===== src/rtl/sevenseg_pkg.sv =====
// Shared definitions for the seven-segment capture block: segment patterns,
// frame FSM states and the pattern-to-BCD decoder.
package sevenseg_pkg;

    localparam logic [6:0] SEG_0     = 7'h3F;
    localparam logic [6:0] SEG_1     = 7'h06;
    localparam logic [6:0] SEG_2     = 7'h5B;
    localparam logic [6:0] SEG_3     = 7'h4F;
    localparam logic [6:0] SEG_4     = 7'h66;
    localparam logic [6:0] SEG_5     = 7'h6D;
    localparam logic [6:0] SEG_6     = 7'h7D;
    localparam logic [6:0] SEG_7     = 7'h07;
    localparam logic [6:0] SEG_8     = 7'h7F;
    localparam logic [6:0] SEG_9     = 7'h6F;
    localparam logic [6:0] SEG_BLANK = 7'h00;

    typedef enum logic [1:0] {COLLECT, COMPUTE, PUBLISH} frame_state_t;

    // Returns {valid, blank, digit[3:0]}; a dark digit reads as 0 with blank set.
    function automatic logic [5:0] seg_to_bcd(input logic [6:0] seg);
        logic [5:0] r;
        case (seg)
            SEG_0:     r = 6'b10_0000;
            SEG_1:     r = 6'b10_0001;
            SEG_2:     r = 6'b10_0010;
            SEG_3:     r = 6'b10_0011;
            SEG_4:     r = 6'b10_0100;
            SEG_5:     r = 6'b10_0101;
            SEG_6:     r = 6'b10_0110;
            SEG_7:     r = 6'b10_0111;
            SEG_8:     r = 6'b10_1000;
            SEG_9:     r = 6'b10_1001;
            SEG_BLANK: r = 6'b11_0000;
            default:   r = 6'b00_0000;
        endcase
        return r;
    endfunction

    function automatic logic [9:0] times10(input logic [9:0] x);
        return (x << 3) + (x << 1);
    endfunction

endpackage


===== src/rtl/sevenseg_capture_if.sv =====
// Scanned seven-segment bus plus the recovered-value outputs of the capture block.
interface sevenseg_capture_if
    import sevenseg_pkg::*;
#(
    parameter int NUM_DIGITS = 3
);
    logic [6:0]            seg_i;
    logic [NUM_DIGITS-1:0] dig_i;
    logic [9:0]            value_o;
    logic                  value_valid_o;
    logic                  err_o;
    logic [NUM_DIGITS-1:0] blank_o;

    modport master (
        output seg_i, dig_i,
        input  value_o, value_valid_o, err_o, blank_o
    );

    modport slave (
        input  seg_i, dig_i,
        output value_o, value_valid_o, err_o, blank_o
    );
endinterface


===== src/rtl/seg_qualify.sv =====
// Synchronises the raw display bus and emits one capture strobe per digit
// strobe that has held a single-hot, unchanging pattern long enough.
module seg_qualify
    import sevenseg_pkg::*;
#(
    parameter  int NUM_DIGITS     = 3,
    parameter  int SETTLE_CYCLES  = 4,
    parameter  int SEG_ACTIVE_LOW = 0,
    parameter  int DIG_ACTIVE_LOW = 0,
    localparam int IDXW           = (NUM_DIGITS > 1) ? $clog2(NUM_DIGITS) : 1
) (
    input  logic                  clk,
    input  logic                  rst_n,
    input  logic [6:0]            seg_raw,
    input  logic [NUM_DIGITS-1:0] dig_raw,
    output logic                  cap,
    output logic [IDXW-1:0]       cap_idx,
    output logic [6:0]            cap_seg
);
    localparam int W = 7 + NUM_DIGITS;

    logic [W-1:0]          sync1, sync2, prev, cur;
    logic [6:0]            seg_n;
    logic [NUM_DIGITS-1:0] dig_n;
    logic [7:0]            count;
    logic                  stable;
    logic [IDXW-1:0]       idx;

    always_ff @(posedge clk or negedge rst_n) begin
        if (!rst_n) begin
            sync1 <= '0;
            sync2 <= '0;
        end else begin
            sync1 <= {seg_raw, dig_raw};
            sync2 <= sync1;
        end
    end

    always_comb begin
        seg_n  = (SEG_ACTIVE_LOW != 0) ? ~sync2[W-1:NUM_DIGITS] : sync2[W-1:NUM_DIGITS];
        dig_n  = (DIG_ACTIVE_LOW != 0) ? ~sync2[NUM_DIGITS-1:0] : sync2[NUM_DIGITS-1:0];
        cur    = {seg_n, dig_n};
        stable = (cur == prev) && $onehot(dig_n);
        idx    = '0;
        for (int k = 0; k < NUM_DIGITS; k++) begin
            if (dig_n[k]) idx = IDXW'(k);
        end
    end

    // Counter saturates at SETTLE_CYCLES so the capture fires once per stable window.
    always_ff @(posedge clk or negedge rst_n) begin
        if (!rst_n) begin
            prev    <= '0;
            count   <= '0;
            cap     <= 1'b0;
            cap_idx <= '0;
            cap_seg <= '0;
        end else begin
            prev <= cur;
            if (!stable) begin
                count <= '0;
            end else if (count != 8'(SETTLE_CYCLES)) begin
                count <= count + 8'd1;
            end
            cap     <= stable && (count == 8'(SETTLE_CYCLES - 1));
            cap_idx <= idx;
            cap_seg <= seg_n;
        end
    end

endmodule


===== src/rtl/sevenseg_capture.sv =====
// Recovers the decimal value shown on a scanned seven-segment display:
// collects one capture per digit slot, then computes and publishes the frame.
module sevenseg_capture
    import sevenseg_pkg::*;
#(
    parameter int NUM_DIGITS     = 3,
    parameter int SETTLE_CYCLES  = 4,
    parameter int SEG_ACTIVE_LOW = 0,
    parameter int DIG_ACTIVE_LOW = 0
) (
    input logic               clk,
    input logic               rst_n,
    sevenseg_capture_if.slave bus
);
    localparam int IDXW = (NUM_DIGITS > 1) ? $clog2(NUM_DIGITS) : 1;

    logic                  cap;
    logic [IDXW-1:0]       cap_idx;
    logic [6:0]            cap_seg;

    frame_state_t          state;
    logic [3:0]            digit [NUM_DIGITS];
    logic [NUM_DIGITS-1:0] seen, slot_err, slot_blank;
    logic                  pend_v;
    logic [IDXW-1:0]       pend_idx;
    logic [6:0]            pend_seg;

    logic                  wr_en;
    logic [IDXW-1:0]       wr_idx;
    logic [6:0]            wr_seg;
    logic [5:0]            wr_bcd;
    logic [NUM_DIGITS-1:0] wr_mask;
    logic [9:0]            sum;

    logic [9:0]            value_q;
    logic                  valid_q, err_q;
    logic [NUM_DIGITS-1:0] blank_q;

    seg_qualify #(
        .NUM_DIGITS    (NUM_DIGITS),
        .SETTLE_CYCLES (SETTLE_CYCLES),
        .SEG_ACTIVE_LOW(SEG_ACTIVE_LOW),
        .DIG_ACTIVE_LOW(DIG_ACTIVE_LOW)
    ) u_qualify (
        .clk    (clk),
        .rst_n  (rst_n),
        .seg_raw(bus.seg_i),
        .dig_raw(bus.dig_i),
        .cap    (cap),
        .cap_idx(cap_idx),
        .cap_seg(cap_seg)
    );

    // Captures seen during COMPUTE are parked and replayed in PUBLISH, after the clear.
    always_comb begin
        wr_en  = 1'b0;
        wr_idx = cap_idx;
        wr_seg = cap_seg;
        case (state)
            COLLECT: wr_en = cap;
            PUBLISH: begin
                wr_en = pend_v | cap;
                if (pend_v) begin
                    wr_idx = pend_idx;
                    wr_seg = pend_seg;
                end
            end
            default: wr_en = 1'b0;
        endcase
        wr_bcd  = seg_to_bcd(wr_seg);
        wr_mask = '0;
        for (int k = 0; k < NUM_DIGITS; k++) begin
            if (wr_en && (wr_idx == IDXW'(k))) wr_mask[k] = 1'b1;
        end
    end

    // Horner evaluation keeps the arithmetic to shifts and adds.
    always_comb begin
        sum = '0;
        for (int k = NUM_DIGITS - 1; k >= 0; k--) begin
            sum = times10(sum) + {6'd0, digit[k]};
        end
    end

    always_ff @(posedge clk or negedge rst_n) begin
        if (!rst_n) begin
            state      <= COLLECT;
            seen       <= '0;
            slot_err   <= '0;
            slot_blank <= '0;
            pend_v     <= 1'b0;
            pend_idx   <= '0;
            pend_seg   <= '0;
            value_q    <= '0;
            valid_q    <= 1'b0;
            err_q      <= 1'b0;
            blank_q    <= '0;
            for (int k = 0; k < NUM_DIGITS; k++) digit[k] <= '0;
        end else begin
            valid_q <= 1'b0;
            err_q   <= 1'b0;
            case (state)
                COLLECT: begin
                    if (&(seen | wr_mask)) state <= COMPUTE;
                end
                COMPUTE: begin
                    if (|slot_err) begin
                        err_q <= 1'b1;
                    end else begin
                        value_q <= sum;
                        blank_q <= slot_blank;
                        valid_q <= 1'b1;
                    end
                    if (cap) begin
                        pend_v   <= 1'b1;
                        pend_idx <= cap_idx;
                        pend_seg <= cap_seg;
                    end
                    state <= PUBLISH;
                end
                PUBLISH: begin
                    seen       <= '0;
                    slot_err   <= '0;
                    slot_blank <= '0;
                    pend_v     <= 1'b0;
                    state      <= COLLECT;
                end
                default: state <= COLLECT;
            endcase
            for (int k = 0; k < NUM_DIGITS; k++) begin
                if (wr_mask[k]) begin
                    digit[k]      <= wr_bcd[3:0];
                    slot_blank[k] <= wr_bcd[4];
                    slot_err[k]   <= ~wr_bcd[5];
                    seen[k]       <= 1'b1;
                end
            end
        end
    end

    assign bus.value_o       = value_q;
    assign bus.value_valid_o = valid_q;
    assign bus.err_o         = err_q;
    assign bus.blank_o       = blank_q;

endmodule


===== src/flat_wrapper.sv =====
// flat-port wrapper written by rule: the top's interface ports become plain ports
module sevenseg_capture_flat import sevenseg_pkg::*;
#(
    parameter int NUM_DIGITS     = 3,
    parameter int SETTLE_CYCLES  = 4,
    parameter int SEG_ACTIVE_LOW = 0,
    parameter int DIG_ACTIVE_LOW = 0
)
  (clk, rst_n, bus_seg_i, bus_dig_i, bus_value_o, bus_value_valid_o, bus_err_o, bus_blank_o);
  sevenseg_capture_if #(.NUM_DIGITS(NUM_DIGITS)) bus_i ();
  input logic clk;
  input logic rst_n;
  input wire logic [$bits(bus_i.seg_i)-1:0] bus_seg_i;
  input wire logic [$bits(bus_i.dig_i)-1:0] bus_dig_i;
  output wire logic [$bits(bus_i.value_o)-1:0] bus_value_o;
  output wire logic [$bits(bus_i.value_valid_o)-1:0] bus_value_valid_o;
  output wire logic [$bits(bus_i.err_o)-1:0] bus_err_o;
  output wire logic [$bits(bus_i.blank_o)-1:0] bus_blank_o;
  assign bus_i.seg_i = bus_seg_i;
  assign bus_i.dig_i = bus_dig_i;
  assign bus_value_o = bus_i.value_o;
  assign bus_value_valid_o = bus_i.value_valid_o;
  assign bus_err_o = bus_i.err_o;
  assign bus_blank_o = bus_i.blank_o;
  sevenseg_capture #(.NUM_DIGITS(NUM_DIGITS), .SETTLE_CYCLES(SETTLE_CYCLES), .SEG_ACTIVE_LOW(SEG_ACTIVE_LOW), .DIG_ACTIVE_LOW(DIG_ACTIVE_LOW)) u_core (.clk(clk), .rst_n(rst_n), .bus(bus_i));
endmodule

===== config.mk =====
export PLATFORM = sky130hd
export DESIGN_NAME = sevenseg_capture_flat
export DESIGN_NICKNAME = d
export VERILOG_FILES = /design/src/rtl/sevenseg_pkg.sv /design/src/rtl/sevenseg_capture_if.sv /design/src/rtl/seg_qualify.sv /design/src/rtl/sevenseg_capture.sv /design/src/flat_wrapper.sv
export SDC_FILE = /design/constraint.sdc
export NUM_CORES = 1
export LEC_CHECK = 0
export ABC_CLOCK_PERIOD_IN_PS = 4400
export CELL_PAD_IN_SITES_DETAIL_PLACEMENT = 1
export CELL_PAD_IN_SITES_GLOBAL_PLACEMENT = 2
export CORE_MARGIN = 4
export CORE_UTILIZATION = 25
export DETAILED_ROUTE_END_ITERATION = 7
export PLACE_DENSITY_LB_ADDON = 0.1
export SETUP_SLACK_MARGIN = 0.3
export SLEW_MARGIN = 20
export SYNTH_ARGS = -nofsm -noshare
export SYNTH_HDL_FRONTEND = slang
export SYNTH_HIERARCHICAL = 1
export SYNTH_SLANG_ARGS = --single-unit

===== constraint.sdc =====
create_clock -name clk -period 4.4 [get_ports clk]
set_input_delay 1.32 -clock clk [delete_from_list [all_inputs] [get_ports clk]]
set_output_delay 1.32 -clock clk [all_outputs]
set_load 0.005 [all_outputs]

== Word-level counts from Yosys, hierarchy flattened ==
Cells that the tools add are included.
Word-level totals
  register bits: 96
  bits of input ports: 12
  output and inout bits: 15
Cells by class
  add/sub/neg operators: 7
  equal/unequal tests: 21
  mux-type cells: 31
  bitwise operators: 4
  reductions and logical operators: 17
Operators with widths (count)
  $pmux 6 s11: 1
  $eq 7x7->1 const B: 7
  $mux 1: 18
  $mux 8: 2
  $eq 7x3->1 const B: 2
  $mux 7: 2
  $add 10x10->10: 1
  $add 10x4->10: 1
  $eq 10x10->1: 1
  $add 9x4->9: 1
  $add 7x5->8: 1
  $add 8x1->8 const B: 1
  $eq 8x2->1 const B: 1
  $mux 2: 4
  $ne 8x3->1 const B: 1
  $reduce_bool 2->1: 4
  $eq 7x6->1 const B: 1
  $logic_not 7->1: 1
  $eq 2x1->1 const B: 3
  $reduce_and 2->1: 3
  $logic_and 1x1->1: 5
  $eq 2x2->1 const B: 2
  $logic_not 2->1: 2
  $ne 2x1->1 const B: 2
  11 further kinds: 13

== Longest topological paths before layout ==
  depth in word-level cells: 9
  mapped depth: 13
  mapped depth without buffers: 13

== Cells and area by module ==
Netlist, hierarchy kept.
Modules (own cells, without submodules)
  sevenseg_capture: times used 1, cells each 294, area each 2982.9 um^2
  seg_qualify: times used 1, cells each 104, area each 1452.6 um^2

== Worst setup path after synthesis ==
OpenSTA, ideal clock, no wires.
  kind: flip-flop to flip-flop
  start: register u_core/digit[0] (netlist bit)
  end: register u_core.value_q[8], in the netlist u_core/bus.value_o[8]
  setup time: 0.069 ns
  arrival: 3.138 ns
  data required time: 4.331 ns
  slack: 1.194 ns
  cell stages (with the launch flop): 11
  buffers on the path: 0
  clock period less this slack: 3.206 ns
  path through: dfrtp_1 > fa_1 > ha_1 > a21o_1 > a21oi_1 > nor2b_1 > o21a_1 > ha_1 > ha_1 > or4b_2 > nand3_1
Between the ends
  longest elaborated chain between the ends: 4
Ends and longest elaborated chain
  start, declared: RTL line sevenseg_capture.sv:22  | logic [3:0] digit [NUM_DIGITS];
  start signal, assigned by index: RTL line sevenseg_capture.sv:132  | digit[k] <= wr_bcd[3:0];
  $add 7x5->8: RTL line sevenseg_pkg.sv:40  | return (x << 3) + (x << 1);
  $add 9x4->9: RTL line sevenseg_capture.sv:81  | sum = times10(sum) + {6'd0, digit[k]};
  $add 10x10->10: RTL line sevenseg_pkg.sv:40
  $add 10x4->10: RTL line sevenseg_capture.sv:81
  end signal, assigned: RTL line sevenseg_capture.sv:110  | value_q <= sum;
  end, declared: RTL line sevenseg_capture.sv:35  | logic [9:0] value_q;
Every way passes these cells.
A chain may end at the register's enable or synchronous reset.

== Worst setup path after layout ==
  start: register u_core/digit[0] (netlist bit)
  end: register u_core.value_q[9], in the netlist u_core/bus.value_o[9]
The elaborated chain is that of the path after synthesis.

==> impl_metrics.toml <==
[global_routing]
track_usage_pct = 10.3
antenna_found_initial = 0
grt_max_degree = 40
grt_pass1_vias = 3033
grt-ovfl-total = 0
grt_pass1_wl_um = 16300

[finish]
nFillCells = 1929
num-nets-final = 455
drive_gt1_share_pct = 13.3
multi_input_area_um2 = 2040
n_antenna_cell = 0
seqCellArea_um2 = 2200
area_growth_pct = 17.8

[routing]
drt-initial-drc-count = 142
drc = 0
wl_um = 9530
dr.pass1.iters = 4
wl_per_cell_um = 14.8
drtAntennaViolNets = 0
via_count = 2926
via_per_inst = 4.54

[worst_setup_path]
cp.required_ps = 4590
critPathCaptureType = "flop"
crit_path_start_kind = "flop"
crit_arrival_ps = 3660
path_class = "flop to flop"
crit_fanout = 5

[synth]
async_flop_share_pct = 100
synth_ff_type = "dfrtp_1"
yosysWarnings = 6
synth_area_leader_cell = "dfrtp_1"
ys_ff_latch = 88
syn_inst = 398
ys_top_cells_by_area = "dfrtp_1 (50%), ha_1 (6.5%), mux2_2 (5.1%)"
ys_seq_area_share_pct = 49.6
yosysTopAreaCellShare_pct = 49.6
yosys.cell_count.top_type = "dfrtp_1"
syn_avg_cell_area_um2 = 11.1
synth.cell_area_um2 = 4440
synth_edf_count = 0
syn_nets = 438
yosys-top-cells-count = "dfrtp_1 (88), nand2_1 (52), ha_1 (23)"
synth_cell_type_count = 57

[clock_network]
cts.sinks = 88
clk_latency_ps = 340
root_buffer = "clkbuf_16"
cts_made_buffers = 9
h-tree-depth = 3
cts_tree = "done"
ctsHoldBuffers = 0
cts_resized = 0
cts_buffer_depth = 2
path_clk_slew_ps = 60
post_cts_buffers = 0

[timing]
rsz0062_at_grt = "false"
fmax_mhz = 288
skew_ps = 5.51
slew_viol_final = 0
fin_setup_tns_ps = 0
period_share_pct = 78.8
hold_violations = 0
max-slew-margin-rel_pct = 45.5
period_minus_slack_ps = 3470
worst_slew_pin_slew_ps = 814
whs_ps = 349
setup_violations = 0

[power_and_ir_drop]
ir_drop_mv = 0.232
power.density_nw_per_um2 = 353
p_leak_nw = 2.42
p_total_w = 0.00185

[floorplanning]
dieArea_um2 = 19900
die_h_um = 141
rows = 48
io_pins = 27
core_area_um2 = 17400
initial_utilization_pct = 25.6
die_w_um = 141

[run_status]
status = "finished clean"

[flow_run]
cap_violations = 0

[placed_design]
hpwl_um = 7000
io_buffer_count = 26
gp_congestion = 0.767

[min_path]
hold_path.class = "flop to flop"
report_power, final:
part | switching, W | leakage, nW | total, W | internal, W
logic | 0.0000301 | 1.08 | 0.0000505 | 0.0000204
registers | 0.0000152 | 1.16 | 0.000838 | 0.000823
clock network | 0.000339 | 0.181 | 0.000958 | 0.000619
state kept, by name, summed over array words and instances, names as in the netlist, 7 cells and up:
| name | flops |
|---|---|
| u_core/bus.value_o | 10 |
| u_core/digit | 12 |
| u_core/pend_seg | 7 |
| u_core/u_qualify/cap_seg | 7 |
| u_core/u_qualify/count | 8 |
| u_core/u_qualify/cur | 10 |
| u_core/u_qualify/sync1 | 10 |
kinds of logic after synthesis:
logic type	Yosys count	synth area share, %
buffers and inverters	36	4.26
muxes	26	6.54
AOI/OAI and AO/OA	45	7.22
adders and majority gates	28	8.74
xor gates and xnor gates	25	5.25
and+or+nand+nor	150	18.3
DFF	88	49.6
routing by layer:
layer  vias up  wire length [µm]  GRT usage [%]
met3        15               347           2.99
met2        46              4220           15.5
met5         -                 0              0
met1      1432              4750           14.1
li1       1433                 -              -
met4         0               210           3.98
layout by cell type, fill, tap and decap left out, drive strengths merged, types with 6 or more instances in the layout:
cell           instances
nor2                  22
nand3                 15
a21oi                  9
clkdlybuf4s50         25
nor4                   8
xor2                  17
o21ai                  9
nand2                 52
ha                    23
clkbuf                 9
mux2                  21
nand4                  7
a21o                   6
xnor2                  7
inv                   16
dfrtp                 88
nor3                  14
path summary, 6_finish.rpt:
path / slack [ps] / end / from / cells past startpoint
worst min-delay path: 350 / u_core/u_qualify/cur[2]$_DFF_PN0_ / u_core/u_qualify/sync1[2]$_DFF_PN0_ / 0
worst max-delay path: 930 / u_core/bus.value_o[9]$_DFFE_PN0P_ / u_core/digit[0]$_DFFE_PN0P_ / 12
worst max register to register: 930 / u_core/bus.value_o[9]$_DFFE_PN0P_ / u_core/digit[0]$_DFFE_PN0P_ / 12
max in group asynchronous: 2820 / u_core/u_qualify/count[2]$_DFFE_PN0P_ / rst_n / 2
min in group asynchronous: 820 / u_core/bus.blank_o[0]$_DFFE_PN0P_ / rst_n / 1
worst min register to register: 350 / u_core/u_qualify/cur[2]$_DFF_PN0_ / u_core/u_qualify/sync1[2]$_DFF_PN0_ / 0
through the flow:
stage | utilization (%) | setup WS [ps] | instances | cell area [µm²]
final | 30.1 | 934 | 645 | 5230
after global routing | 30.1 | 695 | 645 | 5230
after CTS | 30.1 | 883 | 645 | 5230
after detailed placement | 28.0 | 905 | 629 | 4850
after global placement | 28.0 | 987 | 629 | 4850
after floorplan | - | 1190 | 398 | 4440
area by class of cell:
| cell class | count | share of cell area (%) |
|---|---|---|
| clock buffer | 9 | 4.31 |
| clock inverter | 7 | 2.80 |
| inverter | 14 | 1.01 |
| multi-input combinational | 274 | 39.1 |
| sequential | 88 | 42.1 |
| tap | 225 | 5.39 |
| timing repair buffer | 28 | 5.22 |
critical path, cell delays in order, from the launching register on:
cell and delay (ps):
dfrtp_1 420, fa_1 540, ha_1 310, a21o_1 180
a21oi_1 220, xnor2_1 190, ha_1 280, ha_1 370
nand3_1 100, o211ai_1 110, o41ai_1 350, xor2_1 170
o21ai_0 80
Power figures use the tool's default switching activity.
